## config.mk

```make
export PLATFORM = sky130hd
export DESIGN_NAME = fdc_sector_reader
export DESIGN_NICKNAME = d
export VERILOG_FILES = /design/src/rtl/fdc_sector_reader.sv
export SDC_FILE = /design/constraint.sdc
export NUM_CORES = 1
export LEC_CHECK = 0
export BUFFER_PORTS_ARGS = -buffer_cell sky130_fd_sc_hd__buf_2
export CORE_MARGIN = 8
export CORE_UTILIZATION = 50
export CTS_CLUSTER_DIAMETER = 60
export CTS_CLUSTER_SIZE = 14
export DETAILED_ROUTE_END_ITERATION = 12
export PLACE_DENSITY_LB_ADDON = 0.05
export SYNTH_ARGS = -nofsm -noshare
export SYNTH_HDL_FRONTEND = slang
export SYNTH_SLANG_ARGS = --single-unit
```

## constraint.sdc

```tcl
create_clock -name clk -period 2.9 [get_ports clk]
set_clock_uncertainty 0.15 [all_clocks]
set_input_delay 0.435 -clock clk [delete_from_list [all_inputs] [get_ports clk]]
set_output_delay 0.435 -clock clk [all_outputs]
set_load 0.1 [all_outputs]
```

## src/rtl/fdc_sector_reader.sv

```systemverilog
// Read-sector engine for the virtual floppy drive: finds the requested sector under the
// head and turns each data byte into a DRQ carrying the matching disk-image byte address.
module fdc_sector_reader #(
  parameter int SECTOR_LEN    = 1024,
  parameter int SPT           = 5,
  parameter int SIDES         = 2,
  parameter int SECTOR_BASE   = 0,
  parameter int INDEX_TIMEOUT = 5
) (
  input  logic        clk,
  input  logic        reset,
  input  logic        cmd_start,
  input  logic        cmd_abort,
  input  logic [6:0]  cmd_track,
  input  logic [3:0]  cmd_sector,
  input  logic        cmd_side,
  input  logic        fd_ready,
  input  logic        fd_dclk_en,
  input  logic [6:0]  fd_track,
  input  logic [3:0]  fd_sector,
  input  logic        fd_sector_hdr,
  input  logic        fd_sector_data,
  input  logic        fd_index,
  output logic        busy,
  output logic        drq,
  input  logic        data_ack,
  output logic [19:0] img_addr,
  output logic        done,
  output logic        err_rnf,
  output logic        err_lost,
  output logic        err_notready
);

  localparam int OFF_W = $clog2(SECTOR_LEN);
  localparam int IDX_W = $clog2(INDEX_TIMEOUT + 1);

  typedef enum logic [2:0] {
    S_IDLE,
    S_SEARCH,
    S_XFER,
    S_DRAIN,
    S_FINISH
  } state_t;

  state_t            state_q, state_d;
  logic [6:0]        trk_q, trk_d;
  logic [3:0]        sec_q, sec_d;
  logic              side_q, side_d;
  logic              busy_q, busy_d;
  logic              drq_q, drq_d;
  logic [19:0]       img_addr_q, img_addr_d;
  logic              done_q, done_d;
  logic              err_rnf_q, err_rnf_d;
  logic              err_lost_q, err_lost_d;
  logic              err_nr_q, err_nr_d;
  logic [OFF_W-1:0]  offset_q, offset_d;
  logic [IDX_W-1:0]  idx_cnt_q, idx_cnt_d;
  logic              idx_q, hdr_q;

  logic        index_edge, hdr_match, deliver, last_byte;
  logic [19:0] base;

  // Image layout is track-major, then side, then sector; wraps modulo 2^20.
  assign base = ((20'(trk_q) * 20'(SIDES) + 20'(side_q)) * 20'(SPT)
                 + 20'(sec_q) - 20'(SECTOR_BASE)) * 20'(SECTOR_LEN);

  assign index_edge = idx_q & ~fd_index;
  assign hdr_match  = fd_sector_hdr & ~hdr_q & (fd_track == trk_q) & (fd_sector == sec_q);
  assign deliver    = fd_dclk_en & fd_sector_data;
  assign last_byte  = (offset_q == {OFF_W{1'b1}});

  always_comb begin
    // NOTE: every *_d gets its hold value first so no path through the case infers a latch.
    state_d    = state_q;
    trk_d      = trk_q;
    sec_d      = sec_q;
    side_d     = side_q;
    busy_d     = busy_q;
    drq_d      = drq_q;
    img_addr_d = img_addr_q;
    done_d     = 1'b0;
    err_rnf_d  = err_rnf_q;
    err_lost_d = err_lost_q;
    err_nr_d   = err_nr_q;
    offset_d   = offset_q;
    idx_cnt_d  = idx_cnt_q;

    if (cmd_abort) begin
      state_d = S_IDLE;
      busy_d  = 1'b0;
      drq_d   = 1'b0;
    end else begin
      unique case (state_q)
        S_IDLE: begin
          if (cmd_start) begin
            trk_d      = cmd_track;
            sec_d      = cmd_sector;
            side_d     = cmd_side;
            busy_d     = 1'b1;
            err_rnf_d  = 1'b0;
            err_lost_d = 1'b0;
            err_nr_d   = !fd_ready;
            offset_d   = '0;
            idx_cnt_d  = '0;
            state_d    = fd_ready ? S_SEARCH : S_FINISH;
          end
        end
        S_SEARCH: begin
          if (!fd_ready) begin
            err_nr_d = 1'b1;
            drq_d    = 1'b0;
            state_d  = S_FINISH;
          end else if (hdr_match) begin
            offset_d = '0;
            state_d  = S_XFER;
          end else if (index_edge) begin
            idx_cnt_d = idx_cnt_q + IDX_W'(1);
            if (idx_cnt_q == IDX_W'(INDEX_TIMEOUT - 1)) begin
              err_rnf_d = 1'b1;
              state_d   = S_FINISH;
            end
          end
        end
        S_XFER: begin
          if (!fd_ready) begin
            err_nr_d = 1'b1;
            drq_d    = 1'b0;
            state_d  = S_FINISH;
          end else begin
            if (data_ack) drq_d = 1'b0;
            if (deliver) begin
              // An unacknowledged byte is overwritten; the consumer learns via err_lost.
              if (drq_q && !data_ack) err_lost_d = 1'b1;
              drq_d      = 1'b1;
              img_addr_d = base + 20'(offset_q);
              offset_d   = offset_q + OFF_W'(1);
              if (last_byte) state_d = S_DRAIN;
            end
          end
        end
        S_DRAIN: begin
          if (!fd_ready) begin
            err_nr_d = 1'b1;
            drq_d    = 1'b0;
            state_d  = S_FINISH;
          end else if (data_ack) begin
            drq_d   = 1'b0;
            state_d = S_FINISH;
          end else if (fd_dclk_en) begin
            err_lost_d = 1'b1;
            drq_d      = 1'b0;
            state_d    = S_FINISH;
          end
        end
        S_FINISH: begin
          done_d  = 1'b1;
          busy_d  = 1'b0;
          drq_d   = 1'b0;
          state_d = S_IDLE;
        end
        default: state_d = S_IDLE;
      endcase
    end
  end

  always_ff @(posedge clk) begin
    // NOTE: state uses non-blocking assignments so every flop samples pre-edge values.
    if (reset) begin
      state_q    <= S_IDLE;
      trk_q      <= '0;
      sec_q      <= '0;
      side_q     <= 1'b0;
      busy_q     <= 1'b0;
      drq_q      <= 1'b0;
      img_addr_q <= '0;
      done_q     <= 1'b0;
      err_rnf_q  <= 1'b0;
      err_lost_q <= 1'b0;
      err_nr_q   <= 1'b0;
      offset_q   <= '0;
      idx_cnt_q  <= '0;
      idx_q      <= 1'b1;
      hdr_q      <= 1'b0;
    end else begin
      state_q    <= state_d;
      trk_q      <= trk_d;
      sec_q      <= sec_d;
      side_q     <= side_d;
      busy_q     <= busy_d;
      drq_q      <= drq_d;
      img_addr_q <= img_addr_d;
      done_q     <= done_d;
      err_rnf_q  <= err_rnf_d;
      err_lost_q <= err_lost_d;
      err_nr_q   <= err_nr_d;
      offset_q   <= offset_d;
      idx_cnt_q  <= idx_cnt_d;
      idx_q      <= fd_index;
      hdr_q      <= fd_sector_hdr;
    end
  end

  assign busy         = busy_q;
  assign drq          = drq_q;
  assign img_addr     = img_addr_q;
  assign done         = done_q;
  assign err_rnf      = err_rnf_q;
  assign err_lost     = err_lost_q;
  assign err_notready = err_nr_q;

endmodule

```

Word-level counts from Yosys, hierarchy flattened:

Cells that the tools add are included.

* register bits: 56
* input port bits: 33

* add/sub/neg operators: 5
* $mul: 1
* eq/ne operators: 28
* muxes and demuxes: 51
* bitwise operators: 8
* reductions and logical operators: 22

Operator list (number)
* 10-bit two-way mux: 5
* 3-bit two-way mux: 16
* 10-bit one-hot mux with 3 select lines: 1
* 2-bit inequality test (second input constant): 14
* 1-bit two-way mux: 22
* 20-bit by 10-bit adder with 20-bit output: 1
* 4-bit inequality test (second input constant): 4
* 7-bit AND reduction: 2
* 3-bit one-hot mux with 4 select lines: 1
* 4-bit AND reduction: 3
* 6-bit AND reduction: 2
* 10-bit by 1-bit adder with 10-bit output (second input constant): 1
* 10-bit by 4-bit adder with 10-bit output: 1
* 10-bit == test (second input constant): 1
* 9-bit by 3-bit multiplier with 10-bit output (second input constant): 1
* 8-bit by 1-bit adder with 9-bit output: 1
* 9-bit AND reduction: 1
* 7-bit == test: 1
* 3-bit by 2-bit == test with 1-bit output (second input constant): 2
* 3-bit == test (second input constant): 2
* 3-bit inequality test (second input constant): 2
* 1-bit one-hot mux with 2 select lines: 3
* 3-bit one-hot mux with 2 select lines: 1
* 2-bit nonzero test: 3
* other kinds (16): 24

Logic depth before layout (Yosys ltp):

* depth in word-level cells: 7
* gate-level depth with buffers: 9
* depth with buffers taken out: 9

Worst setup path before layout:

No wires, ideal clock.

* path type: reg2reg
* start point: register trk_q[0]
* end point: register img_addr_q[19], in the netlist img_addr[19]
* library setup time: 0.112 ns
* arrival: 2.515 ns
* data required time: 2.638 ns
* setup slack: 0.123 ns
* stages on the path, launching flop included: 9
* path buffers: 0
* period minus slack after synthesis: 2.777 ns
* cell sequence: dfxtp_1 > ha_1 > fa_1 > ha_1 > nor2b_1 > o21a_1 > o31a_1 > o2111a_1 > a2111oi_1

* cells in the longest elaborated chain, start to end: 4

Ends and longest elaborated chain
* start, declared: line 46 `logic [6:0] trk_q, trk_d;`
* start signal, assigned: line 186 `trk_q <= trk_d;`
* 8-bit by 1-bit adder with 9-bit output: line 64 `assign base = ((20'(trk_q) * 20'(SIDES) + 20'(side_q)) * 20'(SPT)`
* 9-bit by 3-bit multiplier with 10-bit output: line 64
* 10-bit by 4-bit adder with 10-bit output: line 65 `+ 20'(sec_q) - 20'(SECTOR_BASE)) * 20'(SECTOR_LEN);`
* 20-bit by 10-bit adder with 20-bit output: line 135 `img_addr_d = base + 20'(offset_q);`
* end signal, assigned: line 191 `img_addr_q <= img_addr_d;`
* end, declared: line 51 `logic [19:0] img_addr_q, img_addr_d;`

No other way between the ends.
A chain may end at the register's enable or synchronous reset.

Final worst setup path:

Ends and elaborated chain as after synthesis.

==> impl_results.md <==
- Io pins: 59
- Clock Path Buffers: 2
- Initial drt markers: 93
- Sink Count: 56
- RePlAce Congestion: 0.806
- Total power: 1.46 mW
- Max IR drop VDD: 0.189 mV
- I/O Buffers: 58
- Vias per cell: 5.64
- Worst Hold Class: input pin to flip-flop
- DR DRC count: 0
- Root Driver: clkbuf_8
- Multi-input logic area: 1950 um^2
- Vias in the first global route: 2,718
- Synth-to-Final Area Change: 14.8%
- CTS Buf Count: 5
- Clock share of power: 0.314
- Critical path data arrival time: 2.85 ns
- Final Worst Setup Slack: 0.116 ns
- Largest net degree at the start of global routing: 35
- Number of core rows: 29
- Die H: 95.7 um
- Post-route ant nets: 0
- Final hold vios: 0
- Share of layout cells above drive strength 1: 0.232
- Worst Setup Start Kind: flip-flop
- DR pass1 iterations: 4
- Syn. warnings: 0
- Placed Cells: 487
- Commonest non-fill, non-tap cell in the layout: nand2_1
- Flops & latches, synth: 56
- Die Wd: 95.7 um
- Switch share: 0.286
- Routed via count: 2,796
- Status: finished clean
- Ys flop type: dfxtp_1
- RSZ-0062 raised after global routing: false
- Final setup fails: 0
- Initial Util: 0.509
- DPL Wire Length: 5620 um
- Top cells by area, synth: dfxtp_1 35%, ha_1 9.9%, nand2_1 8.2%
- CP Class: flip-flop to flip-flop
- FF-to-FF setup slack: 0.12 ns
- Area occupied by registers: 1120 um^2
- Layout Utilization: 0.584
- Share of the synthesized area in the top cell type: 0.353
- Syn Nets: 422
- Post-synth EDFFs: 0
- Total GRT Usage: 0.173
- Worst hold path depth: 2
- Number of antenna diodes: 0
- Post-Syn Instances: 362
- TritonCTS clock tree: yes
- Post-route cell area: 3650 um^2
- Hold WS: 0.169 ns
- Final wirelength: 7410 um
- Core Box Area: 6240 um^2
- Crit path time final: 2.78 ns
- Worst relative slew slack: 0.591
- Final TNS setup: 0 ns
- Synthesized area: 3180 um^2
- # fillers: 582
- Die Area: 9160 um^2
- CP max FO: 3
- P_leak: 1.58 nW
- Fin cells: 496
- Initial antenna violation count: 0
- Final nets: 478
- Final period util: 0.960
- Required @ worst endpoint: 2.97 ns
- Distinct cells, synth: 62
- Final Max Tran Viols: 0
- Maximum clock rate: 359 MHz
- Worst setup EP type: flip-flop
- H-Tree Depth: 2
- Clock edge transition at the registers on the reported setup and hold paths: 0.11 ns
- R2R cell count: 8
- Synth Area per Inst: 8.77 um^2
- Combinational group share of total power: 0.140
- Hold Path Origin: fd_index
- Clk_lat worst skew: 0.31 ns
- PD cells: 400 nW/um^2
- Asr flop ratio synth: 0
- Maxcap violations: 0
- Sequential share of the synthesized area: 0.353
- GRT overflow: 0
- Worst-margin pin slew: 0.612 ns
- DR WL/cell: 14.9 um
- Switching pwr: 0.418 mW
- Launch point of the worst reg-to-reg path: trk_q[0]
- Place WS: 0.0889 ns
- Reg power frac: 0.546
- Reg2reg end: img_addr[19]
- Synth area leader: dfxtp_1
- Cell Area, Placed: 3540 um^2
- Pint: 1.04 mW
- Min-Delay Endpoint: idx_q
- Commonest cells after routing, fill and taps aside: 69 x nand2_1, 58 x buf_2, 55 x dfxtp_1, 42 x a21oi_1, 25 x ha_1
- First-pass GRT wire length: 12,700 um
[cell type report]
class	instances	share of cell area
inverters	7	0.00721
well taps	77	0.0264
multi-input cells	281	0.534
repair buffers	67	0.0981
clock buffers	5	0.0189
clock inverters	3	0.00755
flip-flops and latches	56	0.308
[layer usage]
| layer | wire length, um | track usage |
|---|---|---|
| met1 | 3310 | 0.212 |
| met2 | 3700 | 0.297 |
| met3 | 322 | 0.0359 |
| met4 | 70 | 0.0487 |
| met5 | 0 | 0 |
[flip-flops by register name (all words and copies together), names as in the netlist, 3 cells and up]
register / count
trk_q: 7
img_addr: 20
state_q: 3
sec_q: 4
offset_q: 10
idx_cnt_q: 3
[kinds of logic (layout without fill, tap and decap cells)]
family,after synthesis,in the layout,synth area share
flops,56,56,0.353
mux,4,4,0.0142
simple gates,140,140,0.232
xor+xnor,15,15,0.0414
buf+inv,25,82,0.0374
compound gates,95,95,0.211
fa+ha+maj,27,27,0.111
[power by group through the flow]
stage / combinational, mW / clock [mW] / sequential [mW]
global placement: 0.203 / 0 / 0.814
global route: 0.229 / 0.512 / 0.799
CTS: 0.206 / 0.480 / 0.797
finish: 0.204 / 0.459 / 0.797
detailed placement: 0.205 / 0 / 0.814
floorplan: 0.132 / 0 / 0.821
[worst max-delay path by stage]
stage                   from      endpoint  cells past startpoint
floorplan           trk_q[0]  img_addr[19]                      8
global placement    trk_q[0]  img_addr[19]                      8
detailed placement  trk_q[0]  img_addr[19]                      8
CTS                 trk_q[0]  img_addr[19]                      8
global route        trk_q[0]  img_addr[19]                      9
finish              trk_q[0]  img_addr[19]                      8
[worst max-delay path, cell delays in order, from the launching register on]
cell,delay [ns]
dfxtp_1,0.34
ha_1,0.30
fa_1,0.46
ha_1,0.30
nor2b_1,0.13
o21a_1,0.18
o31a_1,0.30
o2111a_1,0.27
a2111oi_2,0.26
[timing repair]
action | CTS | global route
hold buffers | 0 | 0
setup endpoints to repair | 0 | 1
buffers inserted | 0 | 1
resized for setup | 0 | 2
[Yosys cell counts, types with 3 or more instances]
master    number
nor2_1        15
or3_1          5
nand3_1       10
ha_1          25
o21a_1         6
a311oi_1       5
a41oi_1        3
buf_2          5
a311oi_2       3
xor2_1        13
and3_1         5
nor3_1         8
mux2i_1        3
a211oi_1       3
nor4_4         3
inv_1          7
o21ai_0       10
nand2b_1       3
dfxtp_1       56
nor2b_1        3
clkbuf_1       9
a21oi_1       42
nand2_1       69
Power figures use the tool's default switching activity.
